### src/rtl/neuron_layer_scheduler.sv
// neuron_layer_scheduler
//   Time-multiplexes one single-neuron datapath across NUM_NEURONS neurons of
//   a fully connected layer. A layer start latches the 64-bit input vector.
//   Then, for each neuron index, the block presents the index to the
//   weight/bias store, pulses neuron_start, and waits for a rising edge on
//   neuron_finish. It then writes the 8-bit result into the layer output
//   buffer. A watchdog aborts the layer if a neuron never finishes.
//
// Ports
//   clk, rst            clock, synchronous active-low reset
//   start, layer_inp    layer request (sampled in IDLE) and 8x8-bit inputs
//   busy, done, error   status: not idle / end-of-layer pulse / sticky timeout
//   neuron_idx          current neuron, addresses the weight/bias store
//   neuron_start        one-cycle start pulse to the neuron
//   neuron_inp          layer input latched at start acceptance
//   neuron_finish/out   neuron completion (level or pulse) and its result
//   res_we/addr/data    result buffer write port
module neuron_layer_scheduler #(
  parameter int NUM_NEURONS = 8,
  parameter int IDX_W       = 3,
  parameter int TIMEOUT     = 255
) (
  input  logic             clk,
  input  logic             rst,
  input  logic             start,
  input  logic [63:0]      layer_inp,
  output logic             busy,
  output logic             done,
  output logic             error,
  output logic [IDX_W-1:0] neuron_idx,
  output logic             neuron_start,
  output logic [63:0]      neuron_inp,
  input  logic             neuron_finish,
  input  logic [7:0]       neuron_out,
  output logic             res_we,
  output logic [IDX_W-1:0] res_addr,
  output logic [7:0]       res_data
);

  // The watchdog must be able to hold the value TIMEOUT.
  localparam int WD_W = $clog2(TIMEOUT + 1);

  typedef enum logic [2:0] {
    S_IDLE  = 3'd0,
    S_ISSUE = 3'd1,
    S_WAIT  = 3'd2,
    S_STORE = 3'd3,
    S_DONE  = 3'd4
  } state_e;

  state_e           state_q, state_d;
  logic [IDX_W-1:0] idx_q, idx_d;
  logic [63:0]      inp_q, inp_d;
  logic             err_q, err_d;
  logic [WD_W-1:0]  wd_q, wd_d;
  logic [IDX_W-1:0] addr_q, addr_d;
  logic [7:0]       data_q, data_d;
  logic             fin_prev_q, fin_prev_d;
  logic             busy_q, busy_d;
  logic             done_q, done_d;
  logic             nstart_q, nstart_d;
  logic             we_q, we_d;
  logic             fin_rise;

  // Only a fresh rising edge counts as completion. A finish level still high
  // from the previous neuron must not complete the current one.
  assign fin_rise = neuron_finish & ~fin_prev_q;

  always_comb begin
    state_d    = state_q;
    idx_d      = idx_q;
    inp_d      = inp_q;
    err_d      = err_q;
    wd_d       = wd_q;
    addr_d     = addr_q;
    data_d     = data_q;
    fin_prev_d = neuron_finish;

    case (state_q)
      S_IDLE: begin
        if (start) begin
          inp_d   = layer_inp;
          idx_d   = '0;
          err_d   = 1'b0;
          state_d = S_ISSUE;
        end
      end
      S_ISSUE: begin
        wd_d    = '0;
        state_d = S_WAIT;
      end
      S_WAIT: begin
        if (fin_rise) begin
          data_d  = neuron_out;
          addr_d  = idx_q;
          state_d = S_STORE;
        end else if (wd_q == WD_W'(TIMEOUT - 1)) begin
          // This cycle is the TIMEOUT-th WAIT cycle without completion.
          // Abort the layer; no write is made for this neuron.
          wd_d    = wd_q + WD_W'(1);
          err_d   = 1'b1;
          state_d = S_DONE;
        end else begin
          wd_d = wd_q + WD_W'(1);
        end
      end
      S_STORE: begin
        if (idx_q == IDX_W'(NUM_NEURONS - 1)) begin
          state_d = S_DONE;
        end else begin
          idx_d   = idx_q + IDX_W'(1);
          state_d = S_ISSUE;
        end
      end
      S_DONE:  state_d = S_IDLE;
      default: state_d = S_IDLE;
    endcase

    // Outputs are decoded from the next state and then registered. Each
    // output is therefore a clean flop that is valid for the whole cycle
    // the FSM spends in that state.
    busy_d   = (state_d != S_IDLE);
    nstart_d = (state_d == S_ISSUE);
    we_d     = (state_d == S_STORE);
    done_d   = (state_d == S_DONE);
  end

  always_ff @(posedge clk) begin
    if (!rst) begin
      state_q    <= S_IDLE;
      idx_q      <= '0;
      inp_q      <= '0;
      err_q      <= 1'b0;
      wd_q       <= '0;
      addr_q     <= '0;
      data_q     <= '0;
      fin_prev_q <= 1'b0;
      busy_q     <= 1'b0;
      done_q     <= 1'b0;
      nstart_q   <= 1'b0;
      we_q       <= 1'b0;
    end else begin
      state_q    <= state_d;
      idx_q      <= idx_d;
      inp_q      <= inp_d;
      err_q      <= err_d;
      wd_q       <= wd_d;
      addr_q     <= addr_d;
      data_q     <= data_d;
      fin_prev_q <= fin_prev_d;
      busy_q     <= busy_d;
      done_q     <= done_d;
      nstart_q   <= nstart_d;
      we_q       <= we_d;
    end
  end

  assign busy         = busy_q;
  assign done         = done_q;
  assign error        = err_q;
  assign neuron_idx   = idx_q;
  assign neuron_start = nstart_q;
  assign neuron_inp   = inp_q;
  assign res_we       = we_q;
  assign res_addr     = addr_q;
  assign res_data     = data_q;

endmodule

### config.mk
export PLATFORM = sky130hd
export DESIGN_NAME = neuron_layer_scheduler
export DESIGN_NICKNAME = d
export VERILOG_FILES = /design/src/rtl/neuron_layer_scheduler.sv
export SDC_FILE = /design/constraint.sdc
export NUM_CORES = 1
export LEC_CHECK = 0
export ABC_AREA = 0
export BUFFER_PORTS_ARGS = -buffer_cell sky130_fd_sc_hd__clkbuf_2
export CAP_MARGIN = 20
export CORE_MARGIN = 1.5
export CORE_UTILIZATION = 50
export CTS_CLUSTER_SIZE = 14
export DETAILED_ROUTE_END_ITERATION = 7
export PLACE_DENSITY = 0.84
export SLEW_MARGIN = 20
export SYNTH_ARGS = -nofsm -noshare
export SYNTH_HDL_FRONTEND = slang
export SYNTH_SLANG_ARGS = --single-unit
export TNS_END_PERCENT = 30
### constraint.sdc
create_clock -name clk -period 4.73 [get_ports clk]
set_input_delay 0.946 -clock clk [delete_from_list [all_inputs] [get_ports clk]]
set_output_delay 0.946 -clock clk [all_outputs]
set_load 0.05 [all_outputs]
# Word level (Yosys, flattened, before mapping)
# Index checks and enable logic that the tools add are counted.
[word_totals]
register_bits = 95
input_bits = 76
out_inout_bits = 83
elab_cells = 52
[op_classes]
addsub = 2
eq_ne = 12
muxes = 14
bitwise_logic = 2
n_reduce_logical = 10
[ops]
columns = ["operator", "count"]
rows = [
  ["two-way mux 3 bit", 6],
  ["case mux 8 bit (2 select lines)", 1],
  ["case mux 3 bit (4 select lines)", 1],
  ["== test 3 x 2 -> 1 bit (second input constant)", 3],
  ["adder 8 x 1 -> 8 bit (second input constant)", 1],
  ["== test 8 bit (second input constant)", 1],
  ["two-way mux 8 bit", 1],
  ["inequality test 2 bit (second input constant)", 4],
  ["== test 3 x 1 -> 1 bit (second input constant)", 2],
  ["== test 3 bit (second input constant)", 2],
  ["case mux 3 bit (2 select lines)", 1],
  ["AND reduction 2 bit", 3],
  ["nonzero test 2 bit", 3],
  ["AND reduction 4 bit", 1],
  ["adder 3 x 1 -> 3 bit (second input constant)", 1],
  ["logical NOT 3 bit", 1],
  ["two-way mux 1 bit", 3],
  ["AND reduction 3 bit", 1],
  ["nonzero test 3 bit", 1],
  ["case mux 1 bit (2 select lines)", 1],
  ["AND 1 bit", 1],
  ["inverter 1 bit", 1],
]

# Depth between registers and ports, before layout
# Gate-level depths: netlist of the first run.
[depth]
depth_word = 5
mapped_depth = 6
ltp_nobuf = 6

# Least setup slack after synthesis of the first run
# Ideal clock, no wire load.
[synth_path]
kind = "input -> register"
from = "input start"
to = "register idx_q[2] (netlist: neuron_idx[2])"
setup_ns = 0.116
t_arrival_ns = 1.886
required_ns = 4.614
setup_slack_ns = 2.728
path_stages = 6
path_cell_list = "or4b_1 clkbuf_1 buf_6 buf_6 nand2_1 nor2_1"
[synth_between]
elab_chain_cells = 2
[synth_lines]
columns = ["element", "line", "source"]
rows = [
  ["start, declared", "25", "input logic start,"],
  ["inequality test 2 bit (no line)", "--", ""],
  ["AND reduction 3 bit (no line)", "--", ""],
  ["end signal, assigned", "144", "idx_q <= idx_d;"],
  ["end, declared", "52", "logic [IDX_W-1:0] idx_q, idx_d;"],
]
# No other way between the ends.
# A chain may end at the register's enable or synchronous reset.

# Worst setup path in the final report of the first run
[layout_path]
from = "input start"
to = "register err_q (netlist: error)"
[layout_between]
elab_chain_cells = 2
[layout_lines]
columns = ["element", "line", "source"]
rows = [
  ["inequality test 2 bit (no line)", "--", ""],
  ["AND reduction 4 bit (no line)", "--", ""],
  ["end signal, assigned", "146", "err_q <= err_d;"],
  ["end, declared", "54", "logic err_q, err_d;"],
]
# No other way between the ends.

==> summary.txt, run 1 <==
status: finished clean
Skew-Pair Late Insertion Delay: 350 ps
Seq/Total Area, Yosys: 54.48%
H-tree depth: 3
Clock Path Buffers: 2
fin area: 4459 sq um
Most used DFF post-synth: dfxtp_1
Post-route DRC: 0
initial antenna violation count: 0
dominant cell type by area after synthesis: dfxtp_1
Root Buffer: clkbuf_8
critical path launch point type: input pin
hpwl dp: 6076 um
final wirelength: 8499 um
Leakage Power: 0.002013 uW
CP max FO: 40
Die W: 86.56 um
most frequent cells in the layout: clkbuf_2, nand2_1, dfxtp_1
post-synthesis register bit count: 95
fillers: 604
synthesized area: 3491 sq um
CP max stage delay: 900 ps
syn nets: 505
Starting DRT DRC Count: 102
starting density of the core: 51.67%
CP endpoint kind: register
min Tclk post-route: 2396 ps
Placed Cells: 640
Unique masters post-synth: 37
Ports: 159
crit share post-route: 50.66%
DP Area: 4277 sq um
commonest non-fill, non-tap cell in the layout: clkbuf_2
Synth async-reset ratio: 0%
Synth Instances: 425
CP max-delay cell: or4b_2
RSZ-0062 raised after global routing: no
Highest Clock Rate: 417.4 MHz
post-CTS setup buffers: 0
Worst Skew: 10.61 ps
fin nets: 651
Worst Tran Pin Value: 874.5 ps
setup tns final: 0 ps
Power Dens Cells: 388.8 nW/um^2
Routed met3 length: 742 um
Synth-to-Final Area Change: 27.74%
cell breakdown of the critical path: clkbuf_2, or4b_2, buf_4, a21oi_1, nor3_2
data arrival time of the worst path: 2620 ps
FP Rows: 30
layout cell share with drive strength beyond 1: 31.48%
Peak VDD IR: 0.0001864 V
Yosys warning count: 0
CTS tree: yes
GRT Overall Usage: 22.42%
Avg Cell Area, Syn: 8.214 sq um
largest net degree at the start of global routing: 47
GR Overflow Total: 0
ANT cells: 0
Clock Sinks: 95
number of max-cap violations: 0
core area: 6756 sq um
final hold vios: 0
Final Setup Violations: 0
hold-fix buffers at CTS: 0
Highest Signal Layer: met4
critical path type: in2reg
post-DR vias/cell: 5.121
TritonRoute pass-1 iters: 4
Worst-path clk slew: 90 ps
total die area: 7492 sq um
Max Slew Vio Count: 0
Die Span Y: 86.56 um
number of synthesized flops with an enable pin: 0
first-pass GRT wire length: 13320 um
most area-consuming cells after synthesis: dfxtp_1, nand2_1, a21oi_1, buf_2, ha_1
post-route ant nets: 0
port bufs: 158
share of the synthesized area in the top cell type: 54.48%
WL met2: 4100 um
worst min-delay path class: reg2reg
Vias: 3354
drt wl/cell: 12.98 um
Final Non-Filler Cells: 655
gpl congestion: 0.8340
WL met1: 3539 um
vias in the first global route: 2966
CTS Buf Count: 9
Critical Path RT: 4960 ps
Slew Limit Headroom: 41.49%
post-CTS sizing: 0
[stage by stage]
stage / util [%] / hold slack, ps / total power [uW] / setup WS (ps)
after floorplan: - / 452.1 / 1168 / 2728
after global placement: 63.30 / 440.9 / 1256 / 1977
after detailed placement: 63.30 / 445.8 / 1265 / 1964
after CTS: 66.00 / 458.7 / 1751 / 2334
after global routing: 66.00 / 470.1 / 1820 / 2236
final: 66.00 / 456.7 / 1734 / 2334
[worst paths after layout]
path | start | end | cells past startpoint | slack [ps]
setup / recovery | start | error$_SDFFE_PN0P_ | 5 | 2330
hold reg to reg | res_data[3]$_SDFFE_PN0P_ | res_data[3]$_SDFFE_PN0P_ | 2 | 460
hold / removal | res_data[3]$_SDFFE_PN0P_ | res_data[3]$_SDFFE_PN0P_ | 2 | 460
setup reg to reg | state_q[2]$_SDFF_PN0_ | error$_SDFFE_PN0P_ | 4 | 2430
[flip-flops by register name, summed over array words and instances, names as in the netlist]
register and cells:
neuron_idx 3, state_q 3, res_addr 3, fin_prev_q 1, busy 1, res_data 8, neuron_inp 64, done 1
neuron_start 1, res_we 1, error 1, wd_q 8
[cell families (layout without fill, tap and decap cells)]
group	count (synthesis)	count (layout)	synth area share (%)
flops	95	95	54.48
fa+ha+maj	4	4	1.434
mux	2	2	0.5735
compound gates	101	101	15.30
buf+inv	32	182	4.659
simple gates	190	190	23.30
xor+xnor	1	1	0.2509
[area by class of cell]
class                      instances  area [sq um]  share of cell area (%)
clock buffer                      11         151.4                   3.395
clock inverter                     4         31.28                  0.7015
inverter                           5         18.77                  0.4209
multi-input combinational        298          1435                   32.18
sequential                        95          1902                   42.65
tap                               80         100.1                   2.245
timing repair buffer             162         820.8                   18.41
[layer usage]
layer,vias to the layer above,GRT usage [%]
li1,1701,-
met3,10,5.714
met1,1508,27.11
met4,0,9.091
met2,135,38.07
met5,-,0
[worst max-delay path, delay by kind of cell]
family / cells / cell delay (ps)
and+or+nand+nor: 2 / 960
AOI/OAI and AO/OA: 1 / 220
buffers and inverters: 2 / 470
[power by group]
part | switching, uW | internal (uW) | leakage (uW)
combinational | 276 | 92.8 | 0.00115
clock | 272 | 218 | 0.0000836
sequential | 27.7 | 847 | 0.000776
total | 576 | 1160 | 0.00201
[synth_stat cells, drive strengths merged, types with 2 or more instances]
| master | instances |
|---|---|
| nand2 | 155 |
| dfxtp | 95 |
| a21oi | 87 |
| buf | 14 |
| clkbuf | 13 |
| nor2 | 7 |
| inv | 5 |
| o21ai | 5 |
| or4 | 5 |
| ha | 4 |
| nand4 | 3 |
| nor3 | 3 |
| o31ai | 3 |
| or3 | 3 |
| and2b | 2 |
| mux2i | 2 |
| nand2b | 2 |
| nand3 | 2 |
(Power assumes the default switching activity.)
==> inputs of run 2 (changes only) <==
- ABC_AREA: 0 -> 1
- CORE_UTILIZATION: 50 -> 46
- PLACE_DENSITY: 0.84 -> 0.79
- clock period: 4.73 -> 2.36 ns (I/O delays scaled with it)
==> summary.txt, run 2 <==
Skew-Pair Late Insertion Delay: 350 ps (about the same)
first-pass GRT wire length: 13630 um (+2.3%)
Ports: 159 (unchanged)
Worst Skew: 8.742 ps (-1.871 ps)
Power Dens Cells: 935.6 nW/um^2 (+140%)
share of the synthesized area in the top cell type: 54.27% (-0.21 points)
count leader, synth: nor2_1
commonest non-fill, non-tap cell in the layout: nor2_1
Worst-path clk slew: 80 ps (about the same)
post-route ant nets: 0 (unchanged)
Slew Limit Headroom: 51.57% (+10 points)
min Tclk post-route: 1700 ps
synthesized area: 3505 sq um (+0.39%)
Worst Tran Pin Value: 726.5 ps (-148.0 ps)
CP max FO: 34 (-15%)
crit share post-route: 72.04%
Root Buffer: clkbuf_8
Starting DRT DRC Count: 110 (+7.8%)
r2r setup slk: 660 ps (-1770 ps)
Clock Sinks: 95 (unchanged)
RSZ-0062 raised after global routing: no
Yosys warning count: 0 (unchanged)
most area-consuming cells after synthesis: dfxtp_1, nor2_1, o21ai_0, nand2_1, inv_1
area of the multi-input gates: 1381 sq um (-3.7%)
Die Span Y: 90.29 um (+4.3%)
Leakage Power: 0.002266 uW (+13%)
critical path type: reg2reg
core area: 7331 sq um (+8.5%)
H-tree depth: 3 (unchanged)
post-synthesis register bit count: 95 (unchanged)
layout cell share with drive strength beyond 1: 30.38% (-1.1 points)
dominant cell type by area after synthesis: dfxtp_1
Max Slew Vio Count: 0 (unchanged)
GRT Overall Usage: 20.52% (-1.9 points)
hpwl dp: 5962 um (-1.9%)
drt wl/cell: 11.73 um (-9.6%)
FF-to-FF Start: state_q[2]$_SDFF_PN0_
CTS Buf Count: 9 (unchanged)
Vias: 3393 (+1.2%)
fin nets: 685 (+5.2%)
met1 Usage GRT: 24.00% (-3.1 points)
Largest register FFs: 64 (unchanged)
FP Rows: 31 (+3.3%)
CP startpoint: state_q[2]$_SDFF_PN0_
post-CTS sizing: 0 (unchanged)
Most used DFF post-synth: dfxtp_1
met3 GRT Util: 4.461% (-1.3 points)
final wirelength: 8302 um (-2.3%)
Critical Path RT: 2640 ps (-2320 ps)
Hold Crit Start: neuron_finish
Seq/Total Area, Yosys: 54.27% (-0.21 points)
grt peak-use layer: met2
Clock Path Buffers: 2 (unchanged)
vias in the first global route: 3072 (+3.6%)
Seq. cell area: 1902 sq um (unchanged)
Die W: 90.29 um (+4.3%)
number of synthesized flops with an enable pin: 0 (unchanged)
CTS tree: yes
critical path launch point type: register
Post-route DRC: 0 (unchanged)
initial antenna violation count: 0 (unchanged)
CP endpoint kind: register
data arrival time of the worst path: 1980 ps (-640 ps)
met2 Use GR: 35.86% (-2.2 points)
gpl congestion: 0.8631 (+3.5%)
fillers: 661 (+9.4%)
Avg Cell Area, Syn: 7.652 sq um (-6.8%)
final hold vios: 0 (unchanged)
post-CTS setup buffers: 0 (unchanged)
total die area: 8151 sq um (+8.8%)
top cells by count, synth: nor2_1, dfxtp_1, o21ai_0
TritonRoute pass-1 iters: 4 (unchanged)
syn nets: 538 (+6.5%)
port bufs: 158 (unchanged)
number of max-cap violations: 0 (unchanged)
GR Overflow Total: 0 (unchanged)
setup tns final: 0 ps (unchanged)
largest net degree at the start of global routing: 43 (-8.5%)
most frequent cells in the layout: nor2_1, clkbuf_2, dfxtp_1
total power: 4252 uW (+150%)
Highest Clock Rate: 588.2 MHz
Unique masters post-synth: 20 (-46%)
post-DR vias/cell: 4.792 (-6.4%)
starting density of the core: 47.81% (-3.9 points)
hold-fix buffers at CTS: 0 (unchanged)
Synth-to-Final Area Change: 29.67%
status: finished clean
ANT cells: 0 (unchanged)
Synth async-reset ratio: 0% (unchanged)
Core Util, Final: 61.99% (-4.0 points)
Final Setup Violations: 0 (unchanged)
worst min-delay path class: in2reg
Synth Instances: 458 (+7.8%)
Peak VDD IR: 0.0004487 V (+140%)
-- run 2: layout make-up --
| class | instances | area share (%) |
|---|---|---|
| timing repair buffer | 162 | 18.06 |
| tap | 99 | 2.726 |
| multi-input combinational | 315 | 30.40 |
| clock inverter | 5 | 2.340 |
| sequential | 95 | 41.85 |
| clock buffer | 10 | 2.808 |
| inverter | 22 | 1.817 |
-- run 2: through the flow --
step | instance area (sq um) | hold slack [ps] | worst slack [ps] | instances
6_report | 4544 | 314.4 | 659.8 | 708
5_1_grt | 4544 | 316.3 | 444.1 | 708
4_1_cts | 4544 | 302.7 | 620.3 | 708
3_5_place_dp | 4310 | 457.6 | 527.8 | 693
3_3_place_gp | 4310 | 455.9 | 553.0 | 693
2_1_floorplan | 3505 | 456.7 | 742.4 | 458
-- run 2: worst paths after layout --
| check | to | cells past startpoint |
|---|---|---|
| setup / recovery | neuron_inp[22]$_SDFFE_PN0P_ | 6 |
| hold reg to reg | error$_SDFFE_PN0P_ | 2 |
| setup reg to reg | neuron_inp[22]$_SDFFE_PN0P_ | 6 |
| hold / removal | fin_prev_q$_SDFF_PN0_ | 3 |
-- run 2: logic make-up (layout without fill, tap and decap cells) --
kind of cell / Yosys count / after routing / synth area share [%]
compound gates: 89 / 89 / 12.71
buf+inv: 48 / 199 / 6.319
xor+xnor: 2 / 2 / 0.4999
fa+ha+maj: 4 / 4 / 1.428
simple gates: 220 / 220 / 24.78
flops: 95 / 95 / 54.27
-- run 2: report_power, final --
| group | total, uW | internal [uW] | leakage (uW) | switching (uW) |
|---|---|---|---|---|
| registers | 1860 | 1770 | 0.000782 | 87.8 |
| logic | 1150 | 270 | 0.00137 | 881 |
| clock network | 1250 | 702 | 0.000113 | 544 |
-- run 2: layer usage --
metal  vias to the layer above  wire [um]  share of wire, %
li1                       1737          -                 -
met1                      1521       3746                45
met2                       115       3935                47
met3                        20        431               5.2
met4                         0        189               2.3
met5                         -          0                 0
-- run 2: worst max-delay path: stages (launching register included) --
cell,delay (ps)
dfxtp_1,360
nor2_2,140
nand3_2,360
inv_2,210
buf_4,350
nor2_1,70
nor2_1,120
